==> src/rtl/y86_instr_encoder.sv <==
// Streaming Y86-64 instruction encoder: accepts one decoded instruction per
// handshake and writes its little-endian byte image into memory, one byte per cycle.
module y86_instr_encoder #(
  parameter int                ADDR_W    = 16,
  parameter logic [ADDR_W-1:0] BASE_ADDR = '0
) (
  input  logic              clk,
  input  logic              rst_n,
  input  logic              in_valid,
  output logic              in_ready,
  input  logic [3:0]        in_icode,
  input  logic [3:0]        in_ifun,
  input  logic [3:0]        in_rA,
  input  logic [3:0]        in_rB,
  input  logic [63:0]       in_valC,
  input  logic              addr_load,
  input  logic [ADDR_W-1:0] addr_in,
  output logic              wr_en,
  output logic [ADDR_W-1:0] wr_addr,
  output logic [7:0]        wr_data,
  output logic              done,
  output logic              err,
  output logic [ADDR_W-1:0] next_addr,
  output logic [15:0]       instr_count
);

  typedef enum logic {IDLE, EMIT} state_t;

  localparam logic [3:0] I_HALT   = 4'h0, I_NOP    = 4'h1, I_IRMOVQ = 4'h2,
                         I_RRMOVQ = 4'h3, I_RMMOVQ = 4'h4, I_MRMOVQ = 4'h5,
                         I_OPQ    = 4'h6, I_JXX    = 4'h7, I_CALL   = 4'hA,
                         I_RET    = 4'hB, I_PUSHQ  = 4'hC, I_POPQ   = 4'hD;

  // Byte length of an instruction; 0 marks an invalid icode.
  function automatic logic [3:0] instr_len(input logic [3:0] icode);
    case (icode)
      I_HALT, I_NOP, I_RET:               instr_len = 4'd1;
      I_RRMOVQ, I_OPQ, I_PUSHQ, I_POPQ:   instr_len = 4'd2;
      I_JXX, I_CALL:                      instr_len = 4'd9;
      I_IRMOVQ, I_RMMOVQ, I_MRMOVQ:       instr_len = 4'd10;
      default:                            instr_len = 4'd0;
    endcase
  endfunction

  function automatic logic has_reg(input logic [3:0] icode);
    case (icode)
      I_IRMOVQ, I_RRMOVQ, I_RMMOVQ, I_MRMOVQ, I_OPQ, I_PUSHQ, I_POPQ: has_reg = 1'b1;
      default:                                                        has_reg = 1'b0;
    endcase
  endfunction

  // Byte i of the image; constant bytes are counted from the first byte after
  // the optional register byte, modulo 8.
  function automatic logic [7:0] enc_byte(input logic [3:0]  icode, input logic [3:0] ifun,
                                          input logic [3:0]  ra,    input logic [3:0] rb,
                                          input logic [63:0] valc,  input logic [3:0] i);
    logic [2:0] k;
    k = i[2:0] - (has_reg(icode) ? 3'd2 : 3'd1);
    if (i == 4'd0)                        enc_byte = {icode, ifun};
    else if (i == 4'd1 && has_reg(icode)) enc_byte = {ra, rb};
    else                                  enc_byte = valc[{k, 3'b000} +: 8];
  endfunction

  state_t            state, state_nxt;
  logic [3:0]        idx, idx_nxt, len, len_nxt;
  logic [ADDR_W-1:0] ptr, ptr_nxt, base;
  logic [ADDR_W-1:0] wr_addr_nxt;
  logic [7:0]        wr_data_nxt;
  logic              wr_en_nxt, done_nxt, err_nxt, latch;
  logic [15:0]       cnt_nxt;
  logic [3:0]        l_icode, l_ifun, l_ra, l_rb;
  logic [63:0]       l_valc;
  logic              last, accept;

  assign last      = (state == EMIT) && (idx == len - 4'd1);
  assign in_ready  = rst_n && ((state == IDLE) || last);
  assign accept    = in_valid && in_ready;
  assign base      = (state == IDLE && addr_load) ? addr_in : ptr;
  assign next_addr = ptr;

  // NOTE: every signal written here gets a default first so no path leaves it
  // unassigned, which would otherwise infer a latch.
  always_comb begin
    state_nxt   = state;
    idx_nxt     = idx;
    len_nxt     = len;
    ptr_nxt     = ptr;
    wr_en_nxt   = 1'b0;
    wr_addr_nxt = wr_addr;
    wr_data_nxt = wr_data;
    done_nxt    = 1'b0;
    err_nxt     = 1'b0;
    cnt_nxt     = instr_count;
    latch       = 1'b0;

    if (state == IDLE && addr_load) ptr_nxt = addr_in;

    if (state == EMIT && !last) begin
      idx_nxt     = idx + 4'd1;
      wr_en_nxt   = 1'b1;
      wr_addr_nxt = ptr;
      wr_data_nxt = enc_byte(l_icode, l_ifun, l_ra, l_rb, l_valc, idx + 4'd1);
      ptr_nxt     = ptr + 1'b1;
      done_nxt    = (idx + 4'd2 == len);
      if (done_nxt) cnt_nxt = instr_count + 16'd1;
    end else if (accept) begin
      if (instr_len(in_icode) != 4'd0) begin
        state_nxt   = EMIT;
        idx_nxt     = 4'd0;
        len_nxt     = instr_len(in_icode);
        latch       = 1'b1;
        wr_en_nxt   = 1'b1;
        wr_addr_nxt = base;
        wr_data_nxt = {in_icode, in_ifun};
        ptr_nxt     = base + 1'b1;
        done_nxt    = (len_nxt == 4'd1);
        if (done_nxt) cnt_nxt = instr_count + 16'd1;
      end else begin
        state_nxt = IDLE;
        err_nxt   = 1'b1;
      end
    end else if (state == EMIT) begin
      state_nxt = IDLE;
    end
  end

  // NOTE: sequential state uses non-blocking assignments so every register
  // samples the pre-edge values regardless of statement order.
  always_ff @(posedge clk or negedge rst_n) begin
    if (!rst_n) begin
      state       <= IDLE;
      idx         <= 4'd0;
      len         <= 4'd0;
      ptr         <= BASE_ADDR;
      wr_en       <= 1'b0;
      wr_addr     <= BASE_ADDR;
      wr_data     <= 8'h00;
      done        <= 1'b0;
      err         <= 1'b0;
      instr_count <= 16'd0;
    end else begin
      state       <= state_nxt;
      idx         <= idx_nxt;
      len         <= len_nxt;
      ptr         <= ptr_nxt;
      wr_en       <= wr_en_nxt;
      wr_addr     <= wr_addr_nxt;
      wr_data     <= wr_data_nxt;
      done        <= done_nxt;
      err         <= err_nxt;
      instr_count <= cnt_nxt;
    end
  end

  // NOTE: the latched fields are pure datapath, only read while in EMIT after
  // an accept has loaded them, so they carry no reset.
  always_ff @(posedge clk) begin
    if (latch) begin
      l_icode <= in_icode;
      l_ifun  <= in_ifun;
      l_ra    <= in_rA;
      l_rb    <= in_rB;
      l_valc  <= in_valC;
    end
  end

endmodule

==> config.mk <==
export PLATFORM = sky130hd
export DESIGN_NAME = y86_instr_encoder
export DESIGN_NICKNAME = d
export VERILOG_FILES = /design/src/rtl/y86_instr_encoder.sv
export SDC_FILE = /design/constraint.sdc
export NUM_CORES = 1
export LEC_CHECK = 0
export ABC_CLOCK_PERIOD_IN_PS = 5200
export CAP_MARGIN = 20
export CORE_UTILIZATION = 51
export CTS_CLUSTER_SIZE = 16
export DETAILED_ROUTE_END_ITERATION = 10
export GPL_TIMING_DRIVEN = 0
export PLACE_DENSITY = 0.8
export SYNTH_ARGS = -nofsm -noshare
export SYNTH_HDL_FRONTEND = slang
export SYNTH_SLANG_ARGS = --single-unit
==> constraint.sdc <==
create_clock -name clk -period 5.2 [get_ports clk]
set_input_delay 0.52 -clock clk [delete_from_list [all_inputs] [get_ports clk]]
set_output_delay 0.52 -clock clk [all_outputs]
set_load 0.01 [all_outputs]
==> impl_metrics.tcl <==
set metrics [dict create \
    syn_to_final_growth_pct 33.4 \
    reg2reg_from "l_icode[2]" \
    dieWidth_microns 120 \
    grt_max_degree 81 \
    syn_area_sq_um 7120 \
    synth_cell_types 64 \
    tightest_slew_ns 0.963 \
    clockBufferDepth 2 \
    rows 42 \
    clock-skew-final_ns 0.00906 \
    rsz0062_at_grt "false" \
    yosysTopAreaCell "edfxtp_1" \
    final_common_cell "clkdlybuf4s50_1" \
    post_cts_buffers 0 \
    period_share_pct 74.5 \
    core_sq_um 13400 \
    drc 0 \
    fin_util_pct 70.8 \
    place_hpwl_microns 12600 \
    hold_buffers 0 \
    cts_tree "yes" \
    drt_wl_total_microns 18000 \
    ys_ff_latch 147 \
    drt_iter0_drc 433 \
    final-hold-violation-count 0 \
    design_area_sq_um 9490 \
    path_clk_slew_ns 0.06 \
    ctsResizeCount 0 \
    synth_flop_cell "edfxtp_1" \
    drt-pass1-iter-count 5 \
    status "completed" \
    vias 5490 \
    synthArstFlopShare_pct 45.6 \
    ys_seq_area_share_pct 57.3 \
    placed_cell_area_sq_um 8930 \
    syn_nets 695 \
    antenna_left 0 \
    critPathLaunchType "register" \
    slew_viol_final 0 \
    via_per_inst 5.77 \
    place_congestion 0.938 \
    final-setup-viol-count 0 \
    grt_pass1_wl_microns 29000 \
    antenna_cells 0 \
    grt_pass1_vias 5654 \
    worst_ep_required_time_ns 4.68 \
    fin_nets 873 \
    syn-instance-count 586 \
    antenna_found_initial 0 \
    die_h_microns 120 \
    crit_path_start "len[1]" \
    maxCapViolCount 0 \
    synth_edf_count 80 \
    finalPower_uw 5870 \
    syn_area_per_cell_sq_um 12.1 \
    synth_top_area_share_pct 33.8 \
    cts_made_buffers 17 \
    holdCritPathClass "input pin to async pin" \
    end_kind "output pin" \
    ios 160 \
    final_layout_size_suffix_gt1_share_pct 10.1 \
    timing.final.crit_period_ns 3.88 \
    power_density_nw_per_um2 619 \
    htree_num_levels 4 \
    relSlewSlack_pct 35.8 \
    worstPathArrival_ns 3.36 \
    path_class "register to output pin" \
    crit_fanout 10 \
    p_leak_uw 0.00354 \
    grt.total_usage_pct 26.6 \
    ys_warn_count 0 \
    clock_sinks 147 \
    synth_area_leaders "edfxtp_1 34%, dfrtp_1 24%, mux4_2 5.1%" \
    dieArea_sq_um 14400 \
    wl_per_cell_microns 18.9 \
    clk_latency_ns 0.42 \
    final_cell_mix "158 x clkdlybuf4s50_1, 80 x edfxtp_1, 68 x nand2_1, 67 x dfrtp_1, 45 x nor2_1" \
    ir_worst_vdd_v 0.000277 \
    numPortBuffers 159 \
    start_util_pct 53.1 \
    clock.fmax_ghz 0.258 \
    grt.overflow.total 0 \
    cts-root-buf "clkbuf_16" \
]
power by group:
group          internal (uW)  switching (uW)
logic                   1360            1540
registers               1570             233
clock network            702             479
total                   3630            2250
per-layer routing:
layer  part of all wire (%)  wire, microns  vias to the layer above  GRT usage [%]
met4                    2.4            427                        0           10.5
met2                     50           9020                      270           44.6
met1                     39           7090                     2665           32.7
li1                       -              -                     2523              -
met3                    8.1           1450                       32           6.94
met5                      0              0                        -              0
synthesized netlist by cell type, drive strengths merged, types with 5 or more instances:
cell     n
edfxtp  80
nand2   68
dfrtp   67
nor2    45
a21oi   33
mux2i   26
xor2    26
clkbuf  20
xnor2   19
o21ai   17
mux4    16
buf     15
nand3   15
inv     14
o22ai   12
nand4   10
nor3    10
a211o    9
a32oi    8
ha       8
nor4     7
mux2     6
and3     5
area by class of cell:
cell class	instances	area [sq um]
Timing Repair Buffer	159	1590
Fill cell	958	3910
Clock inverter	13	136
Buffer	35	156
Clock buffer	18	429
Multi-Input combinational cell	390	2830
Sequential cell	147	4080
Inverter	14	55.1
Tap cell	176	220
stage by stage:
step / setup WS [ns] / std cells / hold slack (ns) / setup TNS, ns
CTS: 1.32 / 952 / 0.244 / 0
floorplan: 1.56 / 586 / 0.224 / 0
global placement: -2.11 / 921 / 0.458 / -172.69
detailed placement: 1.46 / 921 / 0.470 / 0
global route: 1.16 / 952 / 0.294 / 0
finish: 1.32 / 952 / 0.219 / 0
sequential cells by signal, summed over array words and instances (netlist names):
name,count
l_rb,4
wr_en,1
state,1
err,1
next_addr,16
wr_data,8
l_valc,64
idx,4
l_icode,4
wr_addr,16
len,3
instr_count,16
l_ra,4
l_ifun,4
done,1
kinds of logic (layout without fill, tap and decap cells):
| kind of cell | count (synthesis) | count (layout) | share of synthesized area, % |
|---|---|---|---|
| DFF | 147 | 147 | 57.3 |
| adders and majority gates | 9 | 9 | 1.69 |
| buffers and inverters | 49 | 239 | 2.94 |
| muxes | 48 | 48 | 9.72 |
| and+or+nand+nor | 180 | 180 | 11.9 |
| AOI/OAI and AO/OA | 107 | 107 | 10.4 |
| xor gates and xnor gates | 46 | 46 | 5.98 |
path summary, 6_finish.rpt:
path	endpoint	slack, ns	cells past startpoint
max in group asynchronous	instr_count[0]	4.42	1
min in group clk	instr_count[15]	0.47	1
max	in_ready	1.32	10
min reg2reg	instr_count[15]	0.47	1
min	wr_addr[7]	0.22	1
max reg2reg	wr_data[0]	1.79	11
worst max-delay path, cell delays in order, from the launching register on:
cell	delay (ns)
dfrtp_1	0.38
inv_1	0.06
ha_1	0.19
or2_1	0.23
mux2i_2	0.21
a21o_1	0.15
buf_2	0.19
buf_2	0.27
buf_1	0.51
and2_1	0.21
clkdlybuf4s50_1	0.53
Power figures use the tool's default switching activity.
